### src/rtl/ifetch.sv
// rtl/ifetch.sv - instruction fetch stage with credit-limited request issue and fetch buffer
//
// Purpose:
//   Owns the fetch PC and issues in-order word reads to instruction memory. Returned
//   words are buffered together with their PCs and handed to the decoder over a
//   valid/ready handshake. A redirect restarts fetch at a new PC, flushing buffered
//   words and marking in-flight words for discard.
//
// Ports:
//   clk, rst_n                      clock, asynchronous active-low reset
//   imem_req_valid/ready/addr       word read request to instruction memory
//   imem_rsp_valid/data             in-order read response, no backpressure
//   redirect_valid/pc               single-cycle restart at redirect_pc (bits [1:0] ignored)
//   inst_valid/ready, inst, inst_pc buffered instruction stream to the decoder

module ifetch #(
  parameter logic [31:0] RESET_PC   = 32'h0000_0000,
  parameter int          FIFO_DEPTH = 2
) (
  input  logic        clk,
  input  logic        rst_n,
  output logic        imem_req_valid,
  input  logic        imem_req_ready,
  output logic [31:0] imem_req_addr,
  input  logic        imem_rsp_valid,
  input  logic [31:0] imem_rsp_data,
  input  logic        redirect_valid,
  input  logic [31:0] redirect_pc,
  output logic        inst_valid,
  input  logic        inst_ready,
  output logic [31:0] inst,
  output logic [31:0] inst_pc
);

  localparam int AW = $clog2(FIFO_DEPTH);
  localparam int CW = $clog2(FIFO_DEPTH + 1);
  localparam logic [CW-1:0] CNT_ONE    = CW'(1);
  localparam logic [CW-1:0] CNT_FULL   = CW'(FIFO_DEPTH);
  localparam logic [CW:0]   CREDIT_MAX = (CW+1)'(FIFO_DEPTH);
  localparam logic [AW-1:0] PTR_ONE    = AW'(1);

  logic [31:0]   fetch_pc;
  logic [31:0]   rsp_pc;
  logic [31:0]   fifo_pc   [FIFO_DEPTH];
  logic [31:0]   fifo_inst [FIFO_DEPTH];
  logic [AW-1:0] rd_ptr;
  logic [AW-1:0] wr_ptr;
  logic [CW-1:0] count;
  logic [CW-1:0] outstanding;
  logic [CW-1:0] discard;

  logic          credit_ok;
  logic          accept;
  logic          push;
  logic          pop;
  logic          drop;
  logic [CW-1:0] outstanding_nxt;
  logic [31:0]   redirect_target;

  // Buffered plus in-flight words never exceed the buffer size, so every response
  // that is kept is guaranteed a free slot.
  assign credit_ok       = ({1'b0, count} + {1'b0, outstanding}) < CREDIT_MAX;
  assign imem_req_valid  = rst_n & ~redirect_valid & credit_ok;
  assign imem_req_addr   = fetch_pc;
  assign accept          = imem_req_valid & imem_req_ready;

  assign drop            = imem_rsp_valid & (discard != '0);
  assign push            = imem_rsp_valid & (discard == '0) & ~redirect_valid;
  assign pop             = inst_valid & inst_ready & ~redirect_valid;

  assign inst_valid      = (count != '0);
  assign inst            = fifo_inst[rd_ptr];
  assign inst_pc         = fifo_pc[rd_ptr];

  assign redirect_target = redirect_pc & 32'hFFFF_FFFC;

  always_comb begin
    outstanding_nxt = outstanding;
    if (accept)         outstanding_nxt = outstanding_nxt + CNT_ONE;
    if (imem_rsp_valid) outstanding_nxt = outstanding_nxt - CNT_ONE;
  end

  always_ff @(posedge clk or negedge rst_n) begin
    if (!rst_n) begin
      fetch_pc    <= RESET_PC;
      rsp_pc      <= RESET_PC;
      rd_ptr      <= '0;
      wr_ptr      <= '0;
      count       <= '0;
      outstanding <= '0;
      discard     <= '0;
      for (int i = 0; i < FIFO_DEPTH; i++) begin
        fifo_pc[i]   <= '0;
        fifo_inst[i] <= '0;
      end
    end else begin
      outstanding <= outstanding_nxt;
      if (redirect_valid) begin
        fetch_pc <= redirect_target;
        rsp_pc   <= redirect_target;
        rd_ptr   <= '0;
        wr_ptr   <= '0;
        count    <= '0;
        // No request is accepted in a redirect cycle, so everything still in flight
        // after this edge is stale. Words already marked for discard are a subset of
        // the in-flight words, so this covers back-to-back redirects as well.
        discard  <= outstanding_nxt;
      end else begin
        if (accept) fetch_pc <= fetch_pc + 32'd4;
        if (push) begin
          fifo_pc[wr_ptr]   <= rsp_pc;
          fifo_inst[wr_ptr] <= imem_rsp_data;
          wr_ptr            <= wr_ptr + PTR_ONE;
          rsp_pc            <= rsp_pc + 32'd4;
        end
        if (pop) rd_ptr <= rd_ptr + PTR_ONE;
        if (push && !pop)      count <= count + CNT_ONE;
        else if (pop && !push) count <= count - CNT_ONE;
        if (drop) discard <= discard - CNT_ONE;
      end
    end
  end

  // A kept response arriving with the buffer full means the credit accounting broke.
  always_ff @(posedge clk) begin
    if (rst_n && push) begin
      assert (count != CNT_FULL);
    end
  end

endmodule

### config.mk
export PLATFORM = sky130hd
export DESIGN_NAME = ifetch
export DESIGN_NICKNAME = d
export VERILOG_FILES = /design/src/rtl/ifetch.sv
export SDC_FILE = /design/constraint.sdc
export NUM_CORES = 1
export LEC_CHECK = 0
export ABC_AREA = 1
export CELL_PAD_IN_SITES_DETAIL_PLACEMENT = 0
export CELL_PAD_IN_SITES_GLOBAL_PLACEMENT = 1
export CORE_ASPECT_RATIO = 2
export CORE_MARGIN = 5
export CORE_UTILIZATION = 40
export CTS_BUF_LIST = sky130_fd_sc_hd__clkbuf_2 sky130_fd_sc_hd__clkbuf_4 sky130_fd_sc_hd__clkbuf_8
export CTS_CLUSTER_SIZE = 28
export DETAILED_ROUTE_END_ITERATION = 16
export GPL_ROUTABILITY_DRIVEN = 0
export GPL_TIMING_DRIVEN = 0
export PLACE_DENSITY_LB_ADDON = 0.1
export SYNTH_ARGS = -nofsm -noshare
export SYNTH_HDL_FRONTEND = slang
export SYNTH_SLANG_ARGS = --single-unit
### constraint.sdc
create_clock -name clk -period 2.4 [get_ports clk]
set_input_delay 0.24 -clock clk [delete_from_list [all_inputs] [get_ports clk]]
set_output_delay 0.24 -clock clk [all_outputs]
set_load 0.005 [all_outputs]
Word level (Yosys, flattened, before mapping)
Cells that the tools add are included.
W data, S select, Z words.
{"block": "classes", "bitwise_logic": 11, "n_lt_le_gt_ge": 4, "muxes": 25, "n_addsub": 10, "n_reduce_logical": 14}
{"operator": "$mux W32", "n": 11}
{"operator": "$bwmux W64", "n": 2}
{"operator": "$add A32 B3 Y32 const B", "n": 2}
{"operator": "$demux W32 S1", "n": 1}
{"operator": "$mux W2", "n": 7}
{"operator": "$reduce_bool A2 Y1", "n": 6}
{"operator": "$and A1 B1 Y1", "n": 8}
{"operator": "$sub A2 B1 Y2 const B", "n": 3}
{"operator": "$add A2 B1 Y2 const B", "n": 2}
{"operator": "$ge A2 B2 Y1 const B", "n": 2}
{"operator": "$mux W1", "n": 4}
{"operator": "$not A1 Y2", "n": 2}
{"operator": "$add A2 B2 Y3", "n": 1}
{"operator": "$logic_and A1 B1 Y1", "n": 3}
{"operator": "$lt A3 B2 Y1 const B", "n": 1}
{"operator": "$reduce_bool A3 Y1", "n": 1}
{"operator": "$add A1 B1 Y1 const B", "n": 2}
{"operator": "$logic_not A1 Y1", "n": 2}
{"operator": "$logic_not A2 Y1", "n": 1}
{"operator": "$lt A2 B1 Y1 const B", "n": 1}
{"operator": "$reduce_and A2 Y1", "n": 1}
{"operator": "$not A1 Y1", "n": 1}
{"block": "word_totals", "output_inout_bits": 98, "regBits": 200, "input_bits": 70}

Depth between registers and ports, before layout
{"block": "depth", "word_depth": 8, "depth_mapped": 12}

Worst setup path after synthesis
OpenSTA, ideal clock, no wires.
{"block": "synth_timing", "path_kind": "reg-to-reg", "startpoint": "register outstanding[0]", "endpoint": "register fetch_pc[8], in the netlist imem_req_addr[8]", "path_stages_with_launch": 12, "t_required_ps": 2277, "arrival_ps": 1735, "setup_slack_ps": 542, "path_buffers": 2, "path_cell_list": "dfrtp_1 > nand2_1 > inv_1 > fa_1 > nor2_1 > nand3_1 > buf_6 > inv_2 > buf_6 > nand2_1 > o21ai_0 > nand2_1"}
{"block": "synth_between", "elab_chain_len": 5}
{"element": "start: declaration", "line_no": "49", "source": "logic [CW-1:0] outstanding;"}
{"element": "start signal: assignment", "line_no": "97", "source": "outstanding <= outstanding_nxt;"}
{"element": "$add A2 B2 Y3", "line_no": "62", "source": "assign credit_ok = ({1'b0, count} + {1'b0, outstanding}) < CREDIT_MAX;"}
{"element": "$lt A3 B2 Y1", "line_no": "62"}
{"element": "$and A1 B1 Y1", "line_no": "63", "source": "assign imem_req_valid = rst_n & ~redirect_valid & credit_ok;"}
{"element": "$and A1 B1 Y1", "line_no": "65", "source": "assign accept = imem_req_valid & imem_req_ready;"}
{"element": "$reduce_bool A2 Y1 (no line)"}
{"element": "end signal: assignment", "line_no": "99", "source": "fetch_pc <= redirect_target;"}
{"element": "end signal: assignment", "line_no": "109", "source": "if (accept) fetch_pc <= fetch_pc + 32'd4;"}
{"element": "end: declaration", "line_no": "42", "source": "logic [31:0] fetch_pc;"}
No other way between the ends.
A chain may end at the register's enable or synchronous reset.

Worst setup path in the final report
{"block": "layout_timing", "startpoint": "register rd_ptr", "endpoint": "output port inst_pc[29]"}
{"block": "layout_between", "elab_chain_len": 4}
{"element": "start: declaration", "line_no": "46", "source": "logic [AW-1:0] rd_ptr;"}
{"element": "start signal: assignment", "line_no": "116", "source": "if (pop) rd_ptr <= rd_ptr + PTR_ONE;"}
{"element": "$not A1 Y2 (implied by the code)", "line_no": "73", "source": "assign inst_pc = fifo_pc[rd_ptr];"}
{"element": "$mux W32 (implied by the code) (3 in series)", "line_no": "73"}
{"element": "end: declaration", "line_no": "32", "source": "output logic [31:0] inst_pc"}
No other way between the ends. The select of a mux whose other input is x is not followed.

==> out/metrics.yaml <==
crit_fanout: 10
min_path_type: "input port to asynchronous set/reset pin"
powerDensity_mw_per_mm2: 987
yosys-top-cells-area: "dfrtp_1 48%, nand2_1 22%, o21ai_0 7.1%"
cts_tree: "built"
clock_sinks: 192
yosys.area.top_type: "dfrtp_1"
final_cell_mix: "595 x nand2_1, 191 x dfrtp_1, 159 x clkdlybuf4s50_1"
hold_viol_final: 0
initial_core_util_pct: 40.2
fin_skew_ns: 0.0127
grtUsageTotal_pct: 23.8
slew_headroom_pct: 49.1
wl_per_cell_um: 17.2
post-dp-hpwl_mm: 25.7
first_pass_iters: 9
rsz0062_at_grt: "false"
drc: 0
vias: 9492
grt_max_degree: 116
row_count: 82
drive_gt1_share_pct: 6.68
die_w_um: 122
first_global_vias: 9336
cts_buffers: 17
io_pins: 168
portBuffers: 161
clkLatencyLatePin_ns: 0.49
ys_ff_latch: 192
fmax_mhz: 440
clockRootBuffer: "clkbuf_8"
antenna_cells: 0
antenna_found_initial: 0
start_kind: "register"
cap_violations: 0
ctsHtreeMaxLevel: 4
final_common_cell: "nand2_1"
place_ws_ns: 0.0441
outcome: "completed"
synthCells: 1386
multi_input_area_mm2: 0.00444
end_kind: "primary output"
drt_iter0_drc: 494
setup_violations: 0
ys_seq_area_share_pct: 48.0
netlist.area_leader.share_pct: 48.0
cp.arrival_ns: 2.03
fin_crit_ns: 2.27
rr_startpoint: "count[0]$_DFFE_PN0P_"
crit_path_start: "rd_ptr$_DFFE_PN0P_"
fin_crit_sh_pct: 94.8
whs_ns: 0.322
postRouteAntennaNets: 0
regArea_mm2: 0.00481
core_mm2: 0.0249
setup_tns_ns: 0
maxSlewViolCount: 0
worstPathRequired_ns: 2.16
fillers: 2604
syn_avg_cell_area_um2: 7.22
critPathKind: "register to primary output"
drt_wl_total_mm: 33.1
power.total_mw: 12.5
die-area_mm2: 0.0285
grt_pass1_wl_mm: 51.2
worstMarginPinSlew_ns: 0.763
instances_no_fill: 1922
p_leak_nw: 6.18
syn_to_final_growth_pct: 26.2
overflow: 0
nets: 1648
synth_cell_type_count: 34
ir_drop_mv: 0.329
dpl.cell_count: 1887
layout_setup_ws_ns: 0.126
avgViaCountPerCell: 4.94
die_h_um: 234
synth_area_mm2: 0.0100
clk_path_buf_depth: 2
clkTransAtPathRegs_ns: 0.09
synth_warnings: 0
==> kinds of logic (layout without fill, tap and decap cells) <==
logic type,count (synthesis),count (layout),share of synthesized area (%)
compound gates,199,199,10.6
other cells,1,4,0.0374
xor+xnor,22,22,1.92
buf+inv,188,385,7.82
fa+ha+maj,4,4,0.575
simple gates,780,780,31.1
flops,192,192,48.0
==> cells in the mapped netlist <==
cell type and instances:
nand2_1 595, dfrtp_1 192, o21ai_0 143, inv_1 122, nor2_1 91, nand3_1 59
clkbuf_1 26, buf_2 23, xor2_1 20, o21ai_1 19, a21oi_1 13, o211ai_1 13
nand4_1 10, nor2_2 8, inv_2 6, buf_4 5, o221ai_1 5, buf_6 4
nor3_1 4, ha_1 3, nand2_2 3, nand3_2 3, nand3b_1 3, o21bai_1 3
a31oi_1 2, buf_1 2, xnor2_1 2, and2_1 1, conb_1 1, fa_1 1
nand2_4 1, nor2_4 1, nor3_2 1, o22ai_1 1
==> state kept, by name, summed over array words and instances, names as in the netlist <==
register / flops
imem_req_addr: 30
fifo_inst: 64
wr_ptr: 1
fifo_pc: 60
outstanding: 2
rd_ptr: 1
discard: 2
count: 2
rsp_pc: 30
==> cell type report <==
class,instances,area share [%]
Timing Repair Buffer,167,13.4
Multi-Input combinational cell,1009,35.2
Clock inverter,12,1.60
Clock buffer,19,2.07
Tap cell,336,3.33
Inverter,128,3.82
Buffer,59,2.56
Sequential cell,192,38.0
==> metrics by stage <==
stage / util (%) / cell area [um2]
2_1_floorplan: - / 10000
3_3_place_gp: 48.4 / 12100
3_5_place_dp: 48.5 / 12100
4_1_cts: 50.6 / 12600
5_1_grt: 50.7 / 12600
6_report: 50.7 / 12600
==> worst max-delay path: stages (launching register included) <==
cell             delay, ns
dfrtp_2               0.46
inv_4                 0.15
clkbuf_2              0.26
nand2_1               0.07
nand2_1               0.10
clkdlybuf4s50_1       0.51
==> routing by layer <==
layer  wire [um]  vias to the layer above  GRT usage, %
li1            -                     4721             -
met1       11900                     4458          24.8
met2       18400                      247          45.2
met3        1170                       66          3.64
met4        1670                        0          12.3
met5           0                        -             0
==> timing repair <==
item | in CTS | in global routing
hold endpoints to repair | 77 | 0
pin swaps | 1 | 0
endpoints found under the setup margin | 63 | 12
setup buffers | 4 | 0
hold buffers | 1 | 0
gates resized for setup | 18 | 5
==> report_power, final <==
group / leakage (nW) / switching (mW) / total (mW) / internal (mW)
combinational: 3.53 / 2.48 / 4.83 / 2.34
sequential: 2.42 / 0.794 / 5.16 / 4.36
clock: 0.233 / 1.19 / 2.49 / 1.30
total: 6.18 / 4.47 / 12.5 / 8.00
==> worst paths after layout <==
kind	end	slack [ns]	cells after the start
max	inst_pc[29]	0.13	5
min	fifo_inst[54]$_DFFE_PN0P_	0.32	2
max reg2reg	imem_req_addr[17]$_DFFE_PN0P_	0.19	11
min reg2reg	fifo_inst[54]$_DFFE_PN0P_	0.49	2
max in group asynchronous	imem_req_addr[23]$_DFFE_PN0P_	1.05	3
min in group clk	fifo_inst[32]$_DFFE_PN0P_	0.32	3
Power figures use the tool's default switching activity.
